===== src/rtl/packet_mem_reader.sv =====
// Packet memory read responder: big-endian byte/halfword/word extraction from a 32-bit BRAM.
// Define PACKET_MEM_UNALIGNED_EN to complete word-spanning reads with a second BRAM access.
module packet_mem_reader #(
    parameter int unsigned ADDR_WIDTH = 12
) (
    input  logic                  clk_i,
    input  logic                  rst_ni,
    input  logic                  rd_en_i,
    input  logic [ADDR_WIDTH-1:0] addr_i,
    input  logic [1:0]            transfer_sz_i,
    output logic                  bram_rd_en_o,
    output logic [ADDR_WIDTH-3:0] bram_addr_o,
    input  logic [31:0]           bram_rdata_i,
    output logic [31:0]           resdata_o,
    output logic                  resdata_vld_o,
    output logic                  busy_o
);
    localparam int unsigned WordAw = ADDR_WIDTH - 2;

    typedef enum logic [1:0] {StIdle, StWait1, StWait2} state_e;

    state_e      state_q;
    logic [1:0]  off_q;
    logic [2:0]  nbytes_q;
    logic [31:0] resdata_q;
    logic        resdata_vld_q;

`ifdef PACKET_MEM_UNALIGNED_EN
    localparam logic [WordAw-1:0] WordOne = {{(WordAw-1){1'b0}}, 1'b1};

    logic              spans_q;
    logic [WordAw-1:0] next_word_q;
    logic [31:0]       held_q;
    logic              req_spans;
`endif

    logic [2:0] req_nbytes;

    always_comb begin
        unique case (transfer_sz_i)
            2'b01:   req_nbytes = 3'd2;
            2'b10:   req_nbytes = 3'd1;
            default: req_nbytes = 3'd4;
        endcase
    end

`ifdef PACKET_MEM_UNALIGNED_EN
    assign req_spans = ({2'b00, addr_i[1:0]} + {1'b0, req_nbytes}) > 4'd4;
`endif

    // Shift the wanted bytes to the top of the pair, then right-align the n bytes taken.
    // Bytes past the end of the pair come in as zero, which left-aligns truncated reads.
    function automatic logic [31:0] extract(input logic [63:0] pair, input logic [1:0] off,
                                            input logic [2:0] n);
        logic [63:0] sh;
        sh = pair << {off, 3'b000};
        return sh[63:32] >> (6'd32 - {n, 3'b000});
    endfunction

    always_ff @(posedge clk_i) begin
        if (!rst_ni) begin
            state_q       <= StIdle;
            off_q         <= 2'b00;
            nbytes_q      <= 3'd0;
            resdata_q     <= 32'h0;
            resdata_vld_q <= 1'b0;
`ifdef PACKET_MEM_UNALIGNED_EN
            spans_q       <= 1'b0;
            next_word_q   <= '0;
            held_q        <= 32'h0;
`endif
        end else begin
            resdata_vld_q <= 1'b0;
            case (state_q)
                StIdle: begin
                    if (rd_en_i) begin
                        off_q    <= addr_i[1:0];
                        nbytes_q <= req_nbytes;
`ifdef PACKET_MEM_UNALIGNED_EN
                        spans_q     <= req_spans;
                        next_word_q <= addr_i[ADDR_WIDTH-1:2] + WordOne;
`endif
                        state_q  <= StWait1;
                    end
                end
                StWait1: begin
`ifdef PACKET_MEM_UNALIGNED_EN
                    if (spans_q) begin
                        held_q  <= bram_rdata_i;
                        state_q <= StWait2;
                    end else
`endif
                    begin
                        resdata_q     <= extract({bram_rdata_i, 32'h0}, off_q, nbytes_q);
                        resdata_vld_q <= 1'b1;
                        state_q       <= StIdle;
                    end
                end
`ifdef PACKET_MEM_UNALIGNED_EN
                StWait2: begin
                    resdata_q     <= extract({held_q, bram_rdata_i}, off_q, nbytes_q);
                    resdata_vld_q <= 1'b1;
                    state_q       <= StIdle;
                end
`endif
                default: state_q <= StIdle;
            endcase
        end
    end

    // First read goes out straight from the request; the second comes from latched state.
    always_comb begin
        bram_rd_en_o = 1'b0;
        bram_addr_o  = '0;
        if (rst_ni) begin
            if (state_q == StIdle && rd_en_i) begin
                bram_rd_en_o = 1'b1;
                bram_addr_o  = addr_i[ADDR_WIDTH-1:2];
            end
`ifdef PACKET_MEM_UNALIGNED_EN
            else if (state_q == StWait1 && spans_q) begin
                bram_rd_en_o = 1'b1;
                bram_addr_o  = next_word_q;
            end
`endif
        end
    end

    assign busy_o        = (state_q != StIdle);
    assign resdata_o     = resdata_q;
    assign resdata_vld_o = resdata_vld_q;

endmodule


===== config.mk =====
export PLATFORM = sky130hd
export DESIGN_NAME = packet_mem_reader
export DESIGN_NICKNAME = d
export VERILOG_FILES = /design/src/rtl/packet_mem_reader.sv
export SDC_FILE = /design/constraint.sdc
export NUM_CORES = 1
export LEC_CHECK = 0
export ABC_AREA = 1
export CAP_MARGIN = 10
export CORE_UTILIZATION = 48
export DETAILED_ROUTE_END_ITERATION = 16
export GPL_ROUTABILITY_DRIVEN = 0
export PLACE_DENSITY = 0.82
export REMOVE_ABC_BUFFERS = 1
export SLEW_MARGIN = 20
export SYNTH_ARGS = -nofsm -noshare
export SYNTH_HDL_FRONTEND = slang
export SYNTH_SLANG_ARGS = --single-unit
export TNS_END_PERCENT = 20

===== constraint.sdc =====
create_clock -name clk_i -period 3.1 [get_ports clk_i]
set_input_delay 0.31 -clock clk_i [delete_from_list [all_inputs] [get_ports clk_i]]
set_output_delay 0.31 -clock clk_i [all_outputs]
set_load 0.005 [all_outputs]

==> flow_summary.toml, run 1 <==
[placement]
dp_slack_ps = 549
hpwl_um = 4920
place_inst = 551
port_buffers = 93

[clock_network]
cts_root_buffer = "clkbuf_8"
postCtsSetupRepairBufs = 0
numCtsBuffers = 5
cts_hold_buffers = 0
htree_levels = 2
clk_latency_ps = 300
cts.sinks = 39
cts_tree = "done"
cts_resized = 0
clkSlewWorstSetupHoldPaths_ps = 80
cts_max_path_buffers = 2

[global_routing]
gr-total-overflow = 0
grt_usage = 0.270
grt_max_degree = 36
grt_pass1_vias = 2758
grt_pass1_wl_um = 11400
antenna_found_initial = 0

[sta]
rsz0062_at_grt = "no"
fin_setup_tns_ps = 0
maxSlewViolCount = 0
hold_viol_final = 0
period_needed_ps = 2560
finClkSkew_ps = 8.41
fmax_ghz = 0.390
setup_violations = 0
worst_slack_ps = 536
finalCritPeriodShare = 0.827
slew_headroom = 0.574
worst_pin_slew_ps = 637
holdWs_ps = 451

[logic_synthesis]
synthCells = 411
synth_area_um2 = 2460
synth_edf_count = 0
ys_types = 23
synth.most_common_cell = "nand2_1"
synthTopCellsByArea = "dfxtp_1, nand2_1, nand3_1, buf_2, nor2_1"
yosysWarningCount = 0
ys_ff_latch = 39
yosys.area.top_type = "dfxtp_1"
synth-seq-area-share = 0.317
ys.flop_type = "dfxtp_1"
synthArstFlopShare = 0
syn_avg_cell_area_um2 = 5.99
ys_top_cells_by_count = "nand2_1, nand3_1, dfxtp_1, nor2_1, inv_1"
synth_top_area_frac = 0.317

[setup_path]
endpoint_kind = "output port"
crit_required_ps = 2790
crit_arrival_ps = 2250
critical_path_class = "in -> out"
r2r_slack_ps = 1310
worstSetupStartpointType = "input pin"
reg2reg_depth = 6
r2r-end = "resdata_o[1]"
r2r_start = "nbytes_q[0]"
cp_max_fo = 12

[drt]
drt_first_pass_iters = 5
wire_per_inst_um = 12.5
num_vias = 2953
postRouteAntennaNets = 0
routed_wl_um = 6990
viasPerCell = 5.28
route.detailed.drc = 0
drtIter0Drc = 199

[final_layout]
final_util = 0.724
fin_nets = 543
diodes = 0
final_cells = 559
area_growth_pct = 41.6
layout-drive-gt1-share = 0.0467

[pwr]
powerDensity_nw_per_um2 = 394
vdd_drop_max_v = 0.000221
p_leak_nw = 1.60

[floorplan]
die_area_um2 = 5420
die_h_um = 73.6
die_w_um = 73.6
start_util = 0.511
num_rows = 25
io_pins = 94
core-area_um2 = 4820

[min_path]
worstHoldPathCells = 2
holdPathEnd = "resdata_o[14]"
hold_class = "reg -> reg"
min_from = "resdata_o[14]"

[run]
maxCapViolations = 0

[run_status]
status = "finished, final reports clean"
[metrics by stage]
step	area (um2)	total power, W
global route	3490	0.00144
detailed placement	3370	0.000938
global placement	3370	0.000930
floorplan	2320	0.000765
CTS	3490	0.00138
finish	3490	0.00137
[layer usage]
layer	routed length (um)	part of all wire	vias to the layer above	global-route usage
li1	-	-	1481	-
met1	3150	0.45	1337	0.324
met2	3220	0.46	118	0.470
met3	506	0.072	17	0.0576
met4	109	0.016	0	0.100
met5	0	0	-	0
[layout make-up]
cell class              count  area [um2]
flip-flops and latches     39         781
clock inverters             2        35.0
multi-input cells         327        1460
fillers                   456        1330
repair buffers             98         968
clock buffers               6        82.6
well taps                  67        83.8
inverters                  20        77.6
[worst max path at each step]
| stage | from | endpoint | slack [ps] | cells past startpoint |
|---|---|---|---|---|
| global placement | rd_en_i | bram_rd_en_o | 550 | 6 |
| CTS | rd_en_i | bram_rd_en_o | 530 | 6 |
| finish | rd_en_i | bram_rd_en_o | 540 | 6 |
| floorplan | nbytes_q[0] | resdata_o[0] | 600 | 6 |
| global route | rd_en_i | bram_rd_en_o | 270 | 6 |
| detailed placement | rd_en_i | bram_rd_en_o | 550 | 6 |
[power breakdown]
part / total, W / switching (W) / internal, W
Clock: 0.000442 / 0.000182 / 0.000260
Combinational: 0.000392 / 0.000217 / 0.000175
Sequential: 0.000540 / 0.0000161 / 0.000523
Total: 0.00137 / 0.000415 / 0.000959
[state kept, by name, summed over array words and instances (netlist names)]
signal,cells
resdata_o,32
nbytes_q,3
off_q,2
resdata_vld_o,1
state_q,1
[worst max-delay path: stages]
cell and delay [ps]:
clkdlybuf4s50_1 450, inv_1 40, nor2_1 480, inv_1 300, nor2_1 150, clkdlybuf4s50_1 520
[logic make-up (layout without fill, tap and decap cells)]
family	after synthesis	after routing	synth area share
simple gates	292	292	0.500
buf+inv	45	126	0.0905
flops	39	39	0.317
compound gates	31	31	0.0732
fa+ha+maj	3	3	0.0153
xor+xnor	1	1	0.00356
[layout by cell type (no fill, tap or decap)]
cell type | netlist | final
a21boi_1 | 2 | 2
a21oi_1 | 4 | 4
buf_4 | 5 | 5
bufinv_16 | 0 | 1
clkbuf_8 | 0 | 6
clkdlybuf4s50_1 | 0 | 93
clkinv_2 | 0 | 1
dfxtp_1 | 39 | 39
ha_1 | 3 | 3
inv_1 | 15 | 15
inv_2 | 4 | 4
inv_4 | 1 | 1
nand2_1 | 183 | 183
nand2_2 | 1 | 1
nand2_4 | 1 | 1
nand3_1 | 86 | 86
nor2_1 | 18 | 18
nor2_2 | 1 | 1
nor2_4 | 2 | 2
o211ai_1 | 2 | 2
o21ai_0 | 5 | 5
o21ai_1 | 12 | 12
o31ai_1 | 6 | 6
xnor2_1 | 1 | 1
Power figures use the tool's default switching activity.
==> run 2: changes to the inputs <==
--- a/config.mk
+++ b/config.mk
@@ -7,10 +7,10 @@
 export LEC_CHECK = 0
 export ABC_AREA = 1
 export CAP_MARGIN = 10
-export CORE_UTILIZATION = 48
+export CORE_UTILIZATION = 44
 export DETAILED_ROUTE_END_ITERATION = 16
 export GPL_ROUTABILITY_DRIVEN = 0
-export PLACE_DENSITY = 0.82
+export PLACE_DENSITY = 0.76
 export REMOVE_ABC_BUFFERS = 1
 export SLEW_MARGIN = 20
 export SYNTH_ARGS = -nofsm -noshare
==> constraint.sdc (replaced) <==
create_clock -name clk_i -period 2.6 [get_ports clk_i]
set_input_delay 0.26 -clock clk_i [delete_from_list [all_inputs] [get_ports clk_i]]
set_output_delay 0.26 -clock clk_i [all_outputs]
set_load 0.005 [all_outputs]
==> flow_summary.toml, run 2 (synthesis gave the netlist of run 1 again) <==
[drt]
wire_per_inst_um = 12.5
drt_first_pass_iters = 4
routed_wl_um = 7070
drtIter0Drc = 177
postRouteAntennaNets = 0
route.detailed.drc = 0
viasPerCell = 5.15
num_vias = 2905

[setup_path]
endpoint_kind = "output port"
worstSetupStartpointType = "input pin"
crit_required_ps = 2340
r2r_start = "nbytes_q[0]"
crit_arrival_ps = 1770
cp_slowest_cell = "clkdlybuf4s50_1"
r2r-end = "resdata_o[4]"
slowest_delay_ps = 520
critical_path_class = "in -> out"
r2r_slack_ps = 770
reg2reg_depth = 6
cp_max_fo = 10
worstPathCellList = "clkdlybuf4s50_1 > inv_1 > nor2_1 > buf_4 > nand2_1 > nor2_1 > clkdlybuf4s50_1"

[clock_network]
postCtsSetupRepairBufs = 0
cts_hold_buffers = 0
cts_root_buffer = "clkbuf_8"
clk_latency_ps = 290
cts_tree = "done"
cts_max_path_buffers = 2
cts.sinks = 39
htree_levels = 2
clkSlewWorstSetupHoldPaths_ps = 80
numCtsBuffers = 5
cts_resized = 0

[final_layout]
layout-drive-gt1-share = 0.0486
area_growth_pct = 41.1
diodes = 0
stdcell_area_um2 = 3470
largest_reg_flops = 32
layout_common_cells = "nand2_1, clkdlybuf4s50_1, nand3_1, dfxtp_1, nor2_1"
mostFrequentLayoutCell = "nand2_1"
final_cells = 564
fin_nets = 545

[min_path]
min_from = "resdata_o[23]"
hold_class = "reg -> reg"
worstHoldPathCells = 2
holdPathEnd = "resdata_o[23]"

[floorplan]
io_pins = 94
start_util = 0.470
die_area_um2 = 5900
num_rows = 26
core-area_um2 = 5240
die_w_um = 76.8
die_h_um = 76.8

[sta]
worst_slack_ps = 566
maxSlewViolCount = 0
setup_violations = 0
fmax_ghz = 0.492
finalCritPeriodShare = 0.782
worst_pin_slew_ps = 554
period_needed_ps = 2030
finClkSkew_ps = 14.9
rsz0062_at_grt = "no"
slew_headroom = 0.630
hold_viol_final = 0
fin_setup_tns_ps = 0

[pwr]
vdd_drop_max_v = 0.000230
finalPower_w = 0.00152
p_leak_nw = 1.59
powerDensity_nw_per_um2 = 437

[global_routing]
antenna_found_initial = 0
grt_usage = 0.249
grt_max_degree = 36
grt_pass1_wl_um = 12100
gr-total-overflow = 0
grt_pass1_vias = 2819

[placement]
dp_slack_ps = 555
place_inst = 556
placed_cell_area_um2 = 3390
hpwl_um = 4850
port_buffers = 93

[run]
maxCapViolations = 0

[run_status]
status = "finished, final reports clean"
-- run 2: worst max-delay path by stage --
stage | cells past startpoint | end | slack, ps | start
final | 7 | bram_addr_o[5] | 570 | rd_en_i
after global routing | 4 | bram_addr_o[2] | 470 | rst_ni
after CTS | 7 | bram_addr_o[5] | 560 | rd_en_i
after detailed placement | 7 | bram_addr_o[5] | 560 | rd_en_i
after global placement | 7 | bram_addr_o[9] | 630 | rd_en_i
after floorplan | 6 | resdata_o[0] | 100 | nbytes_q[0]
-- run 2: per-layer routing --
| layer | vias to the layer above | part of all wire | track usage |
|---|---|---|---|
| met5 | - | 0 | 0 |
| met2 | 109 | 0.47 | 0.429 |
| met4 | 0 | 0.012 | 0.0904 |
| li1 | 1492 | - | - |
| met1 | 1294 | 0.45 | 0.296 |
| met3 | 10 | 0.072 | 0.0631 |
-- run 2: per-stage QoR --
step            util  hold slack, ps
2_1_floorplan      -             387
3_3_place_gp   0.647             436
3_5_place_dp   0.647             438
4_1_cts        0.663             455
5_1_grt        0.663             470
6_report       0.663             453
-- run 2: power by group --
part           switching [W]  internal (W)  leakage (nW)
logic               0.000257      0.000211          1.23
clock network       0.000217      0.000188        0.0412
registers          0.0000189      0.000624         0.317
-- run 2: worst max-delay path, delay by kind of cell --
family | cells | cell delay [ps]
and+or+nand+nor | 3 | 310
buffers and inverters | 4 | 1210
-- run 2: area by class of cell --
type / count / area [um2]
well taps: 70 / 87.6
inverters: 20 / 77.6
flip-flops and latches: 39 / 781
repair buffers: 100 / 983
multi-input cells: 327 / 1460
clock buffers: 6 / 72.6
clock inverters: 2 / 12.5
fillers: 496 / 1770
==> run 3: changes to the inputs <==
--- a/config.mk
+++ b/config.mk
@@ -7,10 +7,10 @@
 export LEC_CHECK = 0
 export ABC_AREA = 1
 export CAP_MARGIN = 10
-export CORE_UTILIZATION = 44
+export CORE_UTILIZATION = 40
 export DETAILED_ROUTE_END_ITERATION = 16
 export GPL_ROUTABILITY_DRIVEN = 0
-export PLACE_DENSITY = 0.76
+export PLACE_DENSITY = 0.73
 export REMOVE_ABC_BUFFERS = 1
 export SLEW_MARGIN = 20
 export SYNTH_ARGS = -nofsm -noshare
==> constraint.sdc (replaced) <==
create_clock -name clk_i -period 1.8 [get_ports clk_i]
set_input_delay 0.18 -clock clk_i [delete_from_list [all_inputs] [get_ports clk_i]]
set_output_delay 0.18 -clock clk_i [all_outputs]
set_load 0.005 [all_outputs]
==> flow_summary.toml, run 3 (synthesis gave the netlist of run 1 again) <==
[placement]
place_inst = 565
port_buffers = 93
dp_slack_ps = 14.1
hpwl_um = 4930

[pwr]
p_leak_nw = 1.77
powerDensity_nw_per_um2 = 621
vdd_drop_max_v = 0.000396

[run]
maxCapViolations = 0

[sta]
hold_viol_final = 0
finalCritPeriodShare = 0.978
slew_headroom = 0.624
fin_setup_tns_ps = 0
period_needed_ps = 1760
fmax_ghz = 0.568
rsz0062_at_grt = "yes"
setup_violations = 0
worst_slack_ps = 40.2
worst_pin_slew_ps = 563
maxSlewViolCount = 0
holdWs_ps = 453
finClkSkew_ps = 9.35

[drt]
num_vias = 2884
wl_met2_um = 3430
postRouteAntennaNets = 0
drtIter0Drc = 148
routed_wl_um = 7120
met3WireLength_um = 377
top_layer_used = "met4"
drt_first_pass_iters = 4
drt-met1-wl_um = 3130
route.detailed.drc = 0
wire_per_inst_um = 12.4
viasPerCell = 5.02

[final_layout]
fin_nets = 550
layout_common_cells = "nand2_1, nand3_1, clkdlybuf4s50_1, dfxtp_1, nor2_1"
multi_input_area_um2 = 1460
fillerInstances = 610
mostFrequentLayoutCell = "nand2_1"
final_cells = 574
largest_reg_flops = 32
ff_latch_area_um2 = 782
layout-drive-gt1-share = 0.0601
area_growth_pct = 44.4
diodes = 0

[clock_network]
cts_tree = "done"
numCtsBuffers = 5
cts_max_path_buffers = 2
clk_latency_ps = 290
cts_root_buffer = "clkbuf_8"
cts.sinks = 39
htree_levels = 2
clkSlewWorstSetupHoldPaths_ps = 70

[setup_path]
slowest_delay_ps = 510
crit_top_cell = "clkdlybuf4s50_1"
critical_path_class = "in -> out"
crit_required_ps = 1620
crit_arrival_ps = 1580
endpoint_kind = "output port"
worstSetupStartpointType = "input pin"
cp_max_fo = 6
cp_slowest_cell = "clkdlybuf4s50_1"
worstPathCellList = "clkdlybuf4s50_1 > inv_1 > nor2_2 > buf_6 > nand2_1 > nor2_1 > clkdlybuf4s50_1"

[floorplan]
die_h_um = 80.4
start_util = 0.416
num_rows = 28
die_w_um = 80.4
core-area_um2 = 5920
die_area_um2 = 6470
io_pins = 94

[global_routing]
grt_pass1_vias = 2648
grt_usage = 0.222
grt_pass1_wl_um = 11400
gr-total-overflow = 0
antenna_found_initial = 0
grt_max_degree = 36

[min_path]
hold_class = "reg -> reg"

[run_status]
status = "finished, final reports clean"
## run 3: worst paths after layout
check / start / slack (ps) / cells after the start / to
setup reg to reg: nbytes_q[0] / 190 / 6 / resdata_o[0]
hold reg to reg: resdata_o[9] / 450 / 2 / resdata_o[9]
hold / removal: resdata_o[9] / 450 / 2 / resdata_o[9]
setup / recovery: rd_en_i / 40 / 7 / bram_addr_o[3]
## run 3: repair_timing
item                                    in CTS  in global routing
endpoints found under the setup margin       0                 11
hold buffers                                 0                  0
setup buffers                                0                  0
gates resized for setup                      0                 14
## run 3: power breakdown
part	internal [W]	switching [W]	total [W]
Clock	0.000272	0.000312	0.000584
Combinational	0.000319	0.000382	0.000701
Sequential	0.000902	0.0000219	0.000924
Total	0.00149	0.000716	0.00221
## run 3: critical path, delay by kind of cell
| family | cells | cell delay (ps) |
|---|---|---|
| buffers and inverters | 4 | 1160 |
| AND/OR/NAND/NOR | 3 | 250 |
## run 3: cell type report
cell class | count | share of cell area
clock buffer | 7 | 0.0215
clock inverter | 1 | 0.00141
inverter | 20 | 0.0218
multi-input combinational | 327 | 0.411
sequential | 39 | 0.220
tap | 75 | 0.0264
timing repair buffer | 105 | 0.298
## run 3: metal layers
metal / vias to the layer above / track usage
li1: 1502 / -
met1: 1260 / 0.277
met2: 101 / 0.369
met3: 21 / 0.0420
met4: 0 / 0.0964
met5: - / 0
## run 3: metrics by stage
| step | area [um2] | util | power (W) |
|---|---|---|---|
| final | 3550 | 0.600 | 0.00221 |
| after global routing | 3550 | 0.600 | 0.00234 |
| after CTS | 3520 | 0.594 | 0.00221 |
| after detailed placement | 3440 | 0.580 | 0.00163 |
| after global placement | 3440 | 0.580 | 0.00163 |
| after floorplan | 2320 | - | 0.00132 |
